File: config.mk
export PLATFORM = sky130hd
export DESIGN_NAME = id_ex_stage
export DESIGN_NICKNAME = d
export VERILOG_FILES = /design/src/rtl/core_pkg.sv /design/src/rtl/id_ex_stage_hazard_unit.sv /design/src/rtl/id_ex_stage.sv
export SDC_FILE = /design/constraint.sdc
export NUM_CORES = 1
export LEC_CHECK = 0
export CORE_AREA = 2 2 160 162
export DETAILED_ROUTE_END_ITERATION = 8
export DIE_AREA = 0 0 162 164
export GPL_TIMING_DRIVEN = 0
export PLACE_DENSITY = 0.68
export SLEW_MARGIN = 20
export SYNTH_ARGS = -nofsm -noshare
export SYNTH_HDL_FRONTEND = slang
export SYNTH_HIERARCHICAL = 1
export SYNTH_SLANG_ARGS = --single-unit
File: constraint.sdc
create_clock -name clk -period 2.7 [get_ports clk]
set_input_delay 0.54 -clock clk [delete_from_list [all_inputs] [get_ports clk]]
set_output_delay 0.54 -clock clk [all_outputs]
set_load 0.01 [all_outputs]
File: src/rtl/core_pkg.sv
// Shared definitions for the RV32 pipeline: datapath sizing defaults,
// ALU operation encodings and the operand forward-select type.
package core_pkg;

    // Datapath sizing defaults
    localparam int CORE_WIDTH  = 32;
    localparam int CORE_REG_AW = 5;

    // ALU operation encodings, matching the ALU's decoder
    localparam logic [2:0] ALU_ADD   = 3'b000;
    localparam logic [2:0] ALU_SUB   = 3'b001;
    localparam logic [2:0] ALU_AND   = 3'b010;
    localparam logic [2:0] ALU_OR    = 3'b011;
    localparam logic [2:0] ALU_XOR   = 3'b100;
    localparam logic [2:0] ALU_PASSB = 3'b101;  // LUI: pass operand B through
    localparam logic [2:0] ALU_SLL   = 3'b110;
    localparam logic [2:0] ALU_SRL   = 3'b111;

    // Where an EX operand comes from
    typedef enum logic [1:0] {
        FWD_RF  = 2'b00,  // value read from the register file in ID
        FWD_WB  = 2'b01,  // result being written back
        FWD_MEM = 2'b10   // ALU result sitting in MEM
    } fwd_sel_t;

endpackage : core_pkg

File: src/rtl/id_ex_stage_hazard_unit.sv
// Hazard unit for the ID/EX boundary (purely combinational).
// Produces the operand forward selects, the branch/jump redirect and the
// stall/flush controls for F, D and E.
// Build option EX_FORWARD_EN: when defined, operands are forwarded from
// MEM/WB and only load-use pairs stall. When undefined, nothing is forwarded
// and any in-flight writer in E or M whose destination is read in D stalls.
module hazard_unit
    import core_pkg::*;
#(
    parameter int REG_AW = CORE_REG_AW
) (
    input  logic [REG_AW-1:0] Rs1D,
    input  logic [REG_AW-1:0] Rs2D,
    input  logic [REG_AW-1:0] Rs1E,
    input  logic [REG_AW-1:0] Rs2E,
    input  logic [REG_AW-1:0] RdE,
    input  logic [REG_AW-1:0] RdM,
    input  logic [REG_AW-1:0] RdW,
    input  logic              RegWriteE,
    input  logic              MemReadE,
    input  logic              BranchE,
    input  logic              JumpE,
    input  logic              ZeroE,
    input  logic              RegWriteM,
    input  logic              RegWriteW,
    output fwd_sel_t          ForwardAE,
    output fwd_sel_t          ForwardBE,
    output logic              PCSrcE,
    output logic              StallF,
    output logic              StallD,
    output logic              FlushD,
    output logic              FlushE
);

    logic stall_c;

    // Redirect fetch on a taken branch (ZeroE = operands differ) or any jump
    always_comb begin
        PCSrcE = (BranchE & ZeroE) | JumpE;
    end

`ifdef EX_FORWARD_EN
    logic lwStall;
    logic unused_hz;

    // RegWriteE only matters to the no-forward stall rule
    assign unused_hz = RegWriteE;

    // Forward selects: MEM beats WB, and x0 is never forwarded
    always_comb begin
        ForwardAE = FWD_RF;
        ForwardBE = FWD_RF;
        if (RegWriteM && (RdM != '0) && (RdM == Rs1E)) begin
            ForwardAE = FWD_MEM;
        end else if (RegWriteW && (RdW != '0) && (RdW == Rs1E)) begin
            ForwardAE = FWD_WB;
        end
        if (RegWriteM && (RdM != '0) && (RdM == Rs2E)) begin
            ForwardBE = FWD_MEM;
        end else if (RegWriteW && (RdW != '0) && (RdW == Rs2E)) begin
            ForwardBE = FWD_WB;
        end
    end

    // A load in E cannot forward in time to a dependent instruction in D
    always_comb begin
        lwStall = MemReadE && (RdE != '0) && ((RdE == Rs1D) || (RdE == Rs2D));
        stall_c = lwStall;
    end
`else
    logic e_hits_d;
    logic m_hits_d;
    logic unused_hz;

    // Source indices in E, the WB writer and the load flag are irrelevant
    // without forwarding (the register file writes before it reads)
    assign unused_hz = ^{Rs1E, Rs2E, RdW, RegWriteW, MemReadE};

    // Operands always come straight from the register file read
    always_comb begin
        ForwardAE = FWD_RF;
        ForwardBE = FWD_RF;
    end

    // Any pending writer in E or M that D depends on must drain first
    always_comb begin
        e_hits_d = RegWriteE && (RdE != '0) && ((RdE == Rs1D) || (RdE == Rs2D));
        m_hits_d = RegWriteM && (RdM != '0) && ((RdM == Rs1D) || (RdM == Rs2D));
        stall_c  = e_hits_d | m_hits_d;
    end
`endif

    // A redirect overrides a stall: D and E are flushed instead of held
    always_comb begin
        StallF = stall_c & ~PCSrcE;
        StallD = stall_c & ~PCSrcE;
        FlushD = PCSrcE;
        FlushE = stall_c | PCSrcE;
    end

endmodule : hazard_unit

File: src/rtl/id_ex_stage.sv
// ID/EX pipeline stage of the RV32 core.
// Holds the decoded operands and control for EX, applies MEM/WB forwarding to
// the ALU operands and instantiates the hazard unit that drives stall/flush.
// Build option EX_FORWARD_EN selects forwarding (see hazard_unit); with it
// undefined the operands always come from the register file read.
// Reset is synchronous, active-low; a flush loads an all-zero bubble.
module id_ex_stage
    import core_pkg::*;
#(
    parameter int WIDTH  = CORE_WIDTH,
    parameter int REG_AW = CORE_REG_AW
) (
    input  logic              clk,
    input  logic              rst_n,
    // Decode stage
    input  logic [WIDTH-1:0]  RD1D,
    input  logic [WIDTH-1:0]  RD2D,
    input  logic [WIDTH-1:0]  ImmExtD,
    input  logic [WIDTH-1:0]  PCD,
    input  logic [REG_AW-1:0] Rs1D,
    input  logic [REG_AW-1:0] Rs2D,
    input  logic [REG_AW-1:0] RdD,
    input  logic [2:0]        ALUControlD,
    input  logic              ALUSrcD,
    input  logic              RegWriteD,
    input  logic              MemReadD,
    input  logic              MemWriteD,
    input  logic              BranchD,
    input  logic              JumpD,
    // Later stages
    input  logic [WIDTH-1:0]  ALUResultM,
    input  logic [WIDTH-1:0]  ResultW,
    input  logic [REG_AW-1:0] RdM,
    input  logic [REG_AW-1:0] RdW,
    input  logic              RegWriteM,
    input  logic              RegWriteW,
    input  logic              ZeroE,
    // To the ALU and EX/MEM
    output logic [WIDTH-1:0]  SrcAE,
    output logic [WIDTH-1:0]  SrcBE,
    output logic [2:0]        ALUControlE,
    output logic [WIDTH-1:0]  WriteDataE,
    output logic [WIDTH-1:0]  PCE,
    output logic [WIDTH-1:0]  ImmExtE,
    output logic [REG_AW-1:0] RdE,
    output logic              RegWriteE,
    output logic              MemReadE,
    output logic              MemWriteE,
    // Hazard controls
    output logic              PCSrcE,
    output logic              StallF,
    output logic              StallD,
    output logic              FlushD
);

    // E-stage registers and their next-state values
    logic [WIDTH-1:0]  rd1_q,      rd1_d;
    logic [WIDTH-1:0]  rd2_q,      rd2_d;
    logic [WIDTH-1:0]  imm_q,      imm_d;
    logic [WIDTH-1:0]  pc_q,       pc_d;
    logic [REG_AW-1:0] rs1_q,      rs1_d;
    logic [REG_AW-1:0] rs2_q,      rs2_d;
    logic [REG_AW-1:0] rd_q,       rd_d;
    logic [2:0]        aluctl_q,   aluctl_d;
    logic              alusrc_q,   alusrc_d;
    logic              regwrite_q, regwrite_d;
    logic              memread_q,  memread_d;
    logic              memwrite_q, memwrite_d;
    logic              branch_q,   branch_d;
    logic              jump_q,     jump_d;

    fwd_sel_t          fwd_a_sel;
    fwd_sel_t          fwd_b_sel;
    logic              flush_e;
    logic [WIDTH-1:0]  fwd_a;
    logic [WIDTH-1:0]  fwd_b;

    hazard_unit #(
        .REG_AW (REG_AW)
    ) u_hazard (
        .Rs1D      (Rs1D),
        .Rs2D      (Rs2D),
        .Rs1E      (rs1_q),
        .Rs2E      (rs2_q),
        .RdE       (rd_q),
        .RdM       (RdM),
        .RdW       (RdW),
        .RegWriteE (regwrite_q),
        .MemReadE  (memread_q),
        .BranchE   (branch_q),
        .JumpE     (jump_q),
        .ZeroE     (ZeroE),
        .RegWriteM (RegWriteM),
        .RegWriteW (RegWriteW),
        .ForwardAE (fwd_a_sel),
        .ForwardBE (fwd_b_sel),
        .PCSrcE    (PCSrcE),
        .StallF    (StallF),
        .StallD    (StallD),
        .FlushD    (FlushD),
        .FlushE    (flush_e)
    );

    // Next E contents: the decoded instruction, or a bubble when flushed
    always_comb begin
        rd1_d      = RD1D;
        rd2_d      = RD2D;
        imm_d      = ImmExtD;
        pc_d       = PCD;
        rs1_d      = Rs1D;
        rs2_d      = Rs2D;
        rd_d       = RdD;
        aluctl_d   = ALUControlD;
        alusrc_d   = ALUSrcD;
        regwrite_d = RegWriteD;
        memread_d  = MemReadD;
        memwrite_d = MemWriteD;
        branch_d   = BranchD;
        jump_d     = JumpD;
        if (flush_e) begin
            rd1_d      = '0;
            rd2_d      = '0;
            imm_d      = '0;
            pc_d       = '0;
            rs1_d      = '0;
            rs2_d      = '0;
            rd_d       = '0;
            aluctl_d   = ALU_ADD;
            alusrc_d   = 1'b0;
            regwrite_d = 1'b0;
            memread_d  = 1'b0;
            memwrite_d = 1'b0;
            branch_d   = 1'b0;
            jump_d     = 1'b0;
        end
    end

    // ID/EX register with synchronous active-low reset
    always_ff @(posedge clk) begin
        if (!rst_n) begin
            rd1_q      <= '0;
            rd2_q      <= '0;
            imm_q      <= '0;
            pc_q       <= '0;
            rs1_q      <= '0;
            rs2_q      <= '0;
            rd_q       <= '0;
            aluctl_q   <= ALU_ADD;
            alusrc_q   <= 1'b0;
            regwrite_q <= 1'b0;
            memread_q  <= 1'b0;
            memwrite_q <= 1'b0;
            branch_q   <= 1'b0;
            jump_q     <= 1'b0;
        end else begin
            rd1_q      <= rd1_d;
            rd2_q      <= rd2_d;
            imm_q      <= imm_d;
            pc_q       <= pc_d;
            rs1_q      <= rs1_d;
            rs2_q      <= rs2_d;
            rd_q       <= rd_d;
            aluctl_q   <= aluctl_d;
            alusrc_q   <= alusrc_d;
            regwrite_q <= regwrite_d;
            memread_q  <= memread_d;
            memwrite_q <= memwrite_d;
            branch_q   <= branch_d;
            jump_q     <= jump_d;
        end
    end

    // Operand muxes driven by the hazard unit's forward selects
    always_comb begin
        fwd_a = rd1_q;
        fwd_b = rd2_q;
        case (fwd_a_sel)
            FWD_MEM: fwd_a = ALUResultM;
            FWD_WB:  fwd_a = ResultW;
            default: fwd_a = rd1_q;
        endcase
        case (fwd_b_sel)
            FWD_MEM: fwd_b = ALUResultM;
            FWD_WB:  fwd_b = ResultW;
            default: fwd_b = rd2_q;
        endcase
    end

    // Outputs to the ALU and the EX/MEM register
    always_comb begin
        SrcAE       = fwd_a;
        WriteDataE  = fwd_b;
        SrcBE       = alusrc_q ? imm_q : fwd_b;
        ALUControlE = aluctl_q;
        PCE         = pc_q;
        ImmExtE     = imm_q;
        RdE         = rd_q;
        RegWriteE   = regwrite_q;
        MemReadE    = memread_q;
        MemWriteE   = memwrite_q;
    end

endmodule : id_ex_stage

# Word level (Yosys, flattened, before mapping)
# Index checks and enable logic that the tools add are counted.
totals:
  regBits: 142
  latch_bits: 0
  ramBits: 0
  mem_bits_ro: 0
  inputBits: 231
  output_inout_bits: 175
  wordCells: 33
  mem_count: 0
op_classes:
  n_addsub: 0
  n_mul: 0
  div: 0
  order_cmp: 0
  n_eq_ne: 4
  n_shift: 0
  n_mux: 1
  n_bitwise: 7
  n_reduce_logical: 9
op_table:
  columns: ["operator", "count"]
  rows:
  - ["32-bit two-way mux", 1]
  - ["5-bit == test", 4]
  - ["5-bit nonzero test", 2]
  - ["1-bit logical AND", 4]
  - ["1-bit bitwise OR", 3]
  - ["1-bit bitwise AND", 2]
  - ["1-bit logical OR", 2]
  - ["1-bit inverter", 2]
  - ["2-bit OR reduction", 1]

# Longest topological paths before layout
logic_depth:
  depth_word: 6
  ltp_mapped: 10
  depth_no_buf: 7

# Cells and area by module
# Netlist, hierarchy kept.
by_module_without_submodules:
  columns: ["module", "n_inst", "cells_each", "area_per_inst_um2", "seq_area_each_um2"]
  rows:
  - ["id_ex_stage", 1, 619, 5833.1, 3042.9]
  - ["hazard_unit", 1, 45, 330.3, 0.0]

# Worst setup path before layout
# Ideal clock, no wire load.
synth_timing:
  kind: "input-to-reg"
  from: "input RdM[1]"
  to: "register imm_q[10], in the netlist ImmExtE[10]"
  setup_ns: 0.059
  arrival_time_ns: 2.061
  required_ns: 2.641
  path_slack_ns: 0.580
  stages: 9
  n_path_buf: 3
  path_cell_list: "or4_1 -> o21ai_1 -> o22ai_1 -> or2_1 -> nor2b_1 -> buf_2 -> buf_6 -> buf_6 -> and2_1"
synth_via:
  elab_chain_len: 6
  word_cells_on_any_way: 9
  classes_between: "eq/ne: 2; bitwise: 2; reduce/logical: 5"
synth_rtl:
  columns: ["element", "line_no", "text"]
  rows:
  - ["from (decl)", "id_ex_stage.sv:33", "input logic [REG_AW-1:0] RdM,"]
  - ["5-bit == test or 5-bit nonzero test (tied branches)", "id_ex_stage_hazard_unit.sv:88", "m_hits_d = RegWriteM && (RdM != '0) && ((RdM == Rs1D) || (RdM == Rs2D));"]
  - ["1-bit logical OR or 1-bit logical AND (tied branches)", "id_ex_stage_hazard_unit.sv:88", null]
  - ["1-bit logical AND *", "id_ex_stage_hazard_unit.sv:88", null]
  - ["1-bit bitwise OR *", "id_ex_stage_hazard_unit.sv:89", "stall_c = e_hits_d | m_hits_d;"]
  - ["1-bit bitwise OR *", "id_ex_stage_hazard_unit.sv:98", "FlushE = stall_c | PCSrcE;"]
  - ["net flush_e", "id_ex_stage.sv:74", "logic flush_e;"]
  - ["2-bit OR reduction (no line) *", null, null]
  - ["to (signal assigned)", "id_ex_stage.sv:158", "imm_q <= imm_d;"]
  - ["to (decl)", "id_ex_stage.sv:59", "logic [WIDTH-1:0] imm_q, imm_d;"]
# The timed path passes the listed nets; every way through them passes the cells marked *.
# A chain may end at the register's enable or synchronous reset.

# Worst setup path after layout
layout_timing:
  from: "register alusrc_q"
  to: "output SrcBE[28]"
layout_via:
  elab_chain_len: 1
layout_rtl:
  columns: ["element", "line_no", "text"]
  rows:
  - ["from (decl)", "id_ex_stage.sv:65", "logic alusrc_q, alusrc_d;"]
  - ["from (signal assigned)", "id_ex_stage.sv:164", "alusrc_q <= alusrc_d;"]
  - ["32-bit two-way mux", "id_ex_stage.sv:193", "SrcBE = alusrc_q ? imm_q : fwd_b;"]
  - ["to (decl)", "id_ex_stage.sv:40", "output logic [WIDTH-1:0] SrcBE,"]
# Every way passes these cells.

==> out/metrics.csv <==
metric,value,unit
finalCriticalPeriod,2600,ps
drt_iter0_drc,319,
fp-row-count,58,
startpoint,alusrc_q,
postCtsHoldBufs,0,
place.gp.congestion,0.843,
worstSetupPathType,flip-flop to output pin,
critPathCapture,SrcBE[28],
final_core_util,0.439,
routed_wl,26600,um
clock_path_buffers,2,
p_leak,4.20,nW
use_met2,0.342,
crit_required,2160,ps
htreeDepth,4,
hold_viol,0,
reg2regPathDepth,8,
drc,0,
tightestPinTransition,589,ps
grtUsageMet3,0.0672,
ant_nets,0,
die_area,26600,um^2
io_pins,406,
coreArea,24800,um^2
syn-cell-area,5900,um^2
grt_usage,0.192,
setup_viol,0,
fin_hold_ws,674,ps
fin_skew,12.6,ps
dr.pass1.iters,5,
finalPower,6.33,mW
syn_avg_cell_area,9.16,um^2
status,"complete, no violations",
syn_inst,644,
root_buffer,clkbuf_16,
timing.fmax,384,MHz
dp_hpwl,21000,um
fin_crit_sh,0.964,
grt_pass1_vias,6267,
final_area,10900,um^2
post_cts_buffers,0,
chipHeight,164,um
io_buffers,399,
numCtsBuffers,17,
drv_slew,0,
path_clk_slew,70,ps
diodes,0,
end_kind,output pin,
grt.met1_usage,0.221,
max-slew-margin-rel,0.607,
p_per_area,581,nW/um^2
grt_overflow,0,
wl_per_cell,18.9,um
grt_pass1_wl,37800,um
area_growth,84.7,%
rsz0062_at_grt,yes,
reg2reg_to,rd1_q[28],
die_w,162,um
fin_nets,1299,
cts_tree,done,
placed_area,10300,um^2
drv_cap,0,
fin_ws,97.1,ps
drive_gt1_frac,0.0724,
initial_core_util,0.238,
vias,6240,
hold_class,input pin to flip-flop,
grt_busiest_layer,met2,
synth_warnings,6,
ir_drop,0.376,mV
setup.worst_path.start_class,flip-flop,
cts.sinks,142,
grt_max_degree,17,
r2r-start,RdE[1],
pre_cts_ws,-397,ps
antenna_found_initial,0,
regToRegSetupSlack,350,ps
arrival,2060,ps
cp_max_fo,10,
routed_via_density,4.43,
clkLatencyLatePin,420,ps
[power breakdown]
group          switching, mW  internal, mW
logic                  0.762          1.00
registers             0.0602          2.25
clock network           1.01          1.25
total                   1.83          4.50
[cells in the final DEF, fill, tap and decap left out, drive strengths merged]
cell type        n
or2              1
or4              2
nand2           64
buf             35
dlygate4sd2      6
and2           142
clkbuf          42
o31ai           32
conb             4
a22oi           34
clkdlybuf4s50  389
clkinv           4
xor2            20
dlymetal6s2s     2
nor3             4
nor2b           34
inv              9
o21ai           34
dfxtp          142
o22ai            1
a221oi          32
a21o             1
clkinvlp         3
nor2            36
ha               4
[layout make-up]
| type | instances | area, um^2 |
|---|---|---|
| tap | 330 | 413 |
| clock buffer | 20 | 457 |
| buffer | 55 | 350 |
| timing repair buffer | 399 | 3980 |
| sequential | 142 | 2840 |
| fill | 2491 | 13900 |
| inverter | 4 | 15.0 |
| multi-input combinational | 445 | 2740 |
| clock inverter | 12 | 101 |
[through the flow]
stage	setup TNS, ps	cells
floorplan	0	647
global placement	-34260	1376
detailed placement	-29660	1376
CTS	0	1407
global route	-8.66	1407
finish	0	1407
[flip-flops by register name (all words and copies together) (netlist names)]
register	cells
ImmExtE	32
PCE	32
rd1_q	32
rd2_q	32
RdE	5
ALUControlE	3
MemReadE	1
MemWriteE	1
RegWriteE	1
alusrc_q	1
branch_q	1
jump_q	1
[how the worst min path moves through the flow]
stage / start / end / slack (ps) / cells after the start
after floorplan: ALUControlD[0] / ALUControlE[0] / 660 / 1
after global placement: PCD[18] / PCE[18] / 1110 / 2
after detailed placement: ImmExtD[21] / ImmExtE[21] / 1110 / 2
after CTS: ImmExtD[8] / ImmExtE[8] / 650 / 2
after global routing: RD2D[29] / rd2_q[29] / 650 / 2
final: ImmExtD[8] / ImmExtE[8] / 670 / 2
[timing repair]
action / 4_1_cts / 5_1_grt
endpoints found under the hold margin: 0 / 0
endpoints found under the setup margin: 34 / 10
pin swaps: 2 / 2
gates resized for setup: 22 / 8
[critical path: stages (launching register included)]
cell and delay [ps]:
dfxtp_2 420, clkbuf_2 250, o31ai_1 350, clkdlybuf4s50_1 630
[layer usage]
metal  part of all wire  routed length, um
met5                  0                  0
met4              0.013                346
met3              0.090               2400
met2               0.50              13200
met1               0.40              10600
Power figures use the tool's default switching activity.
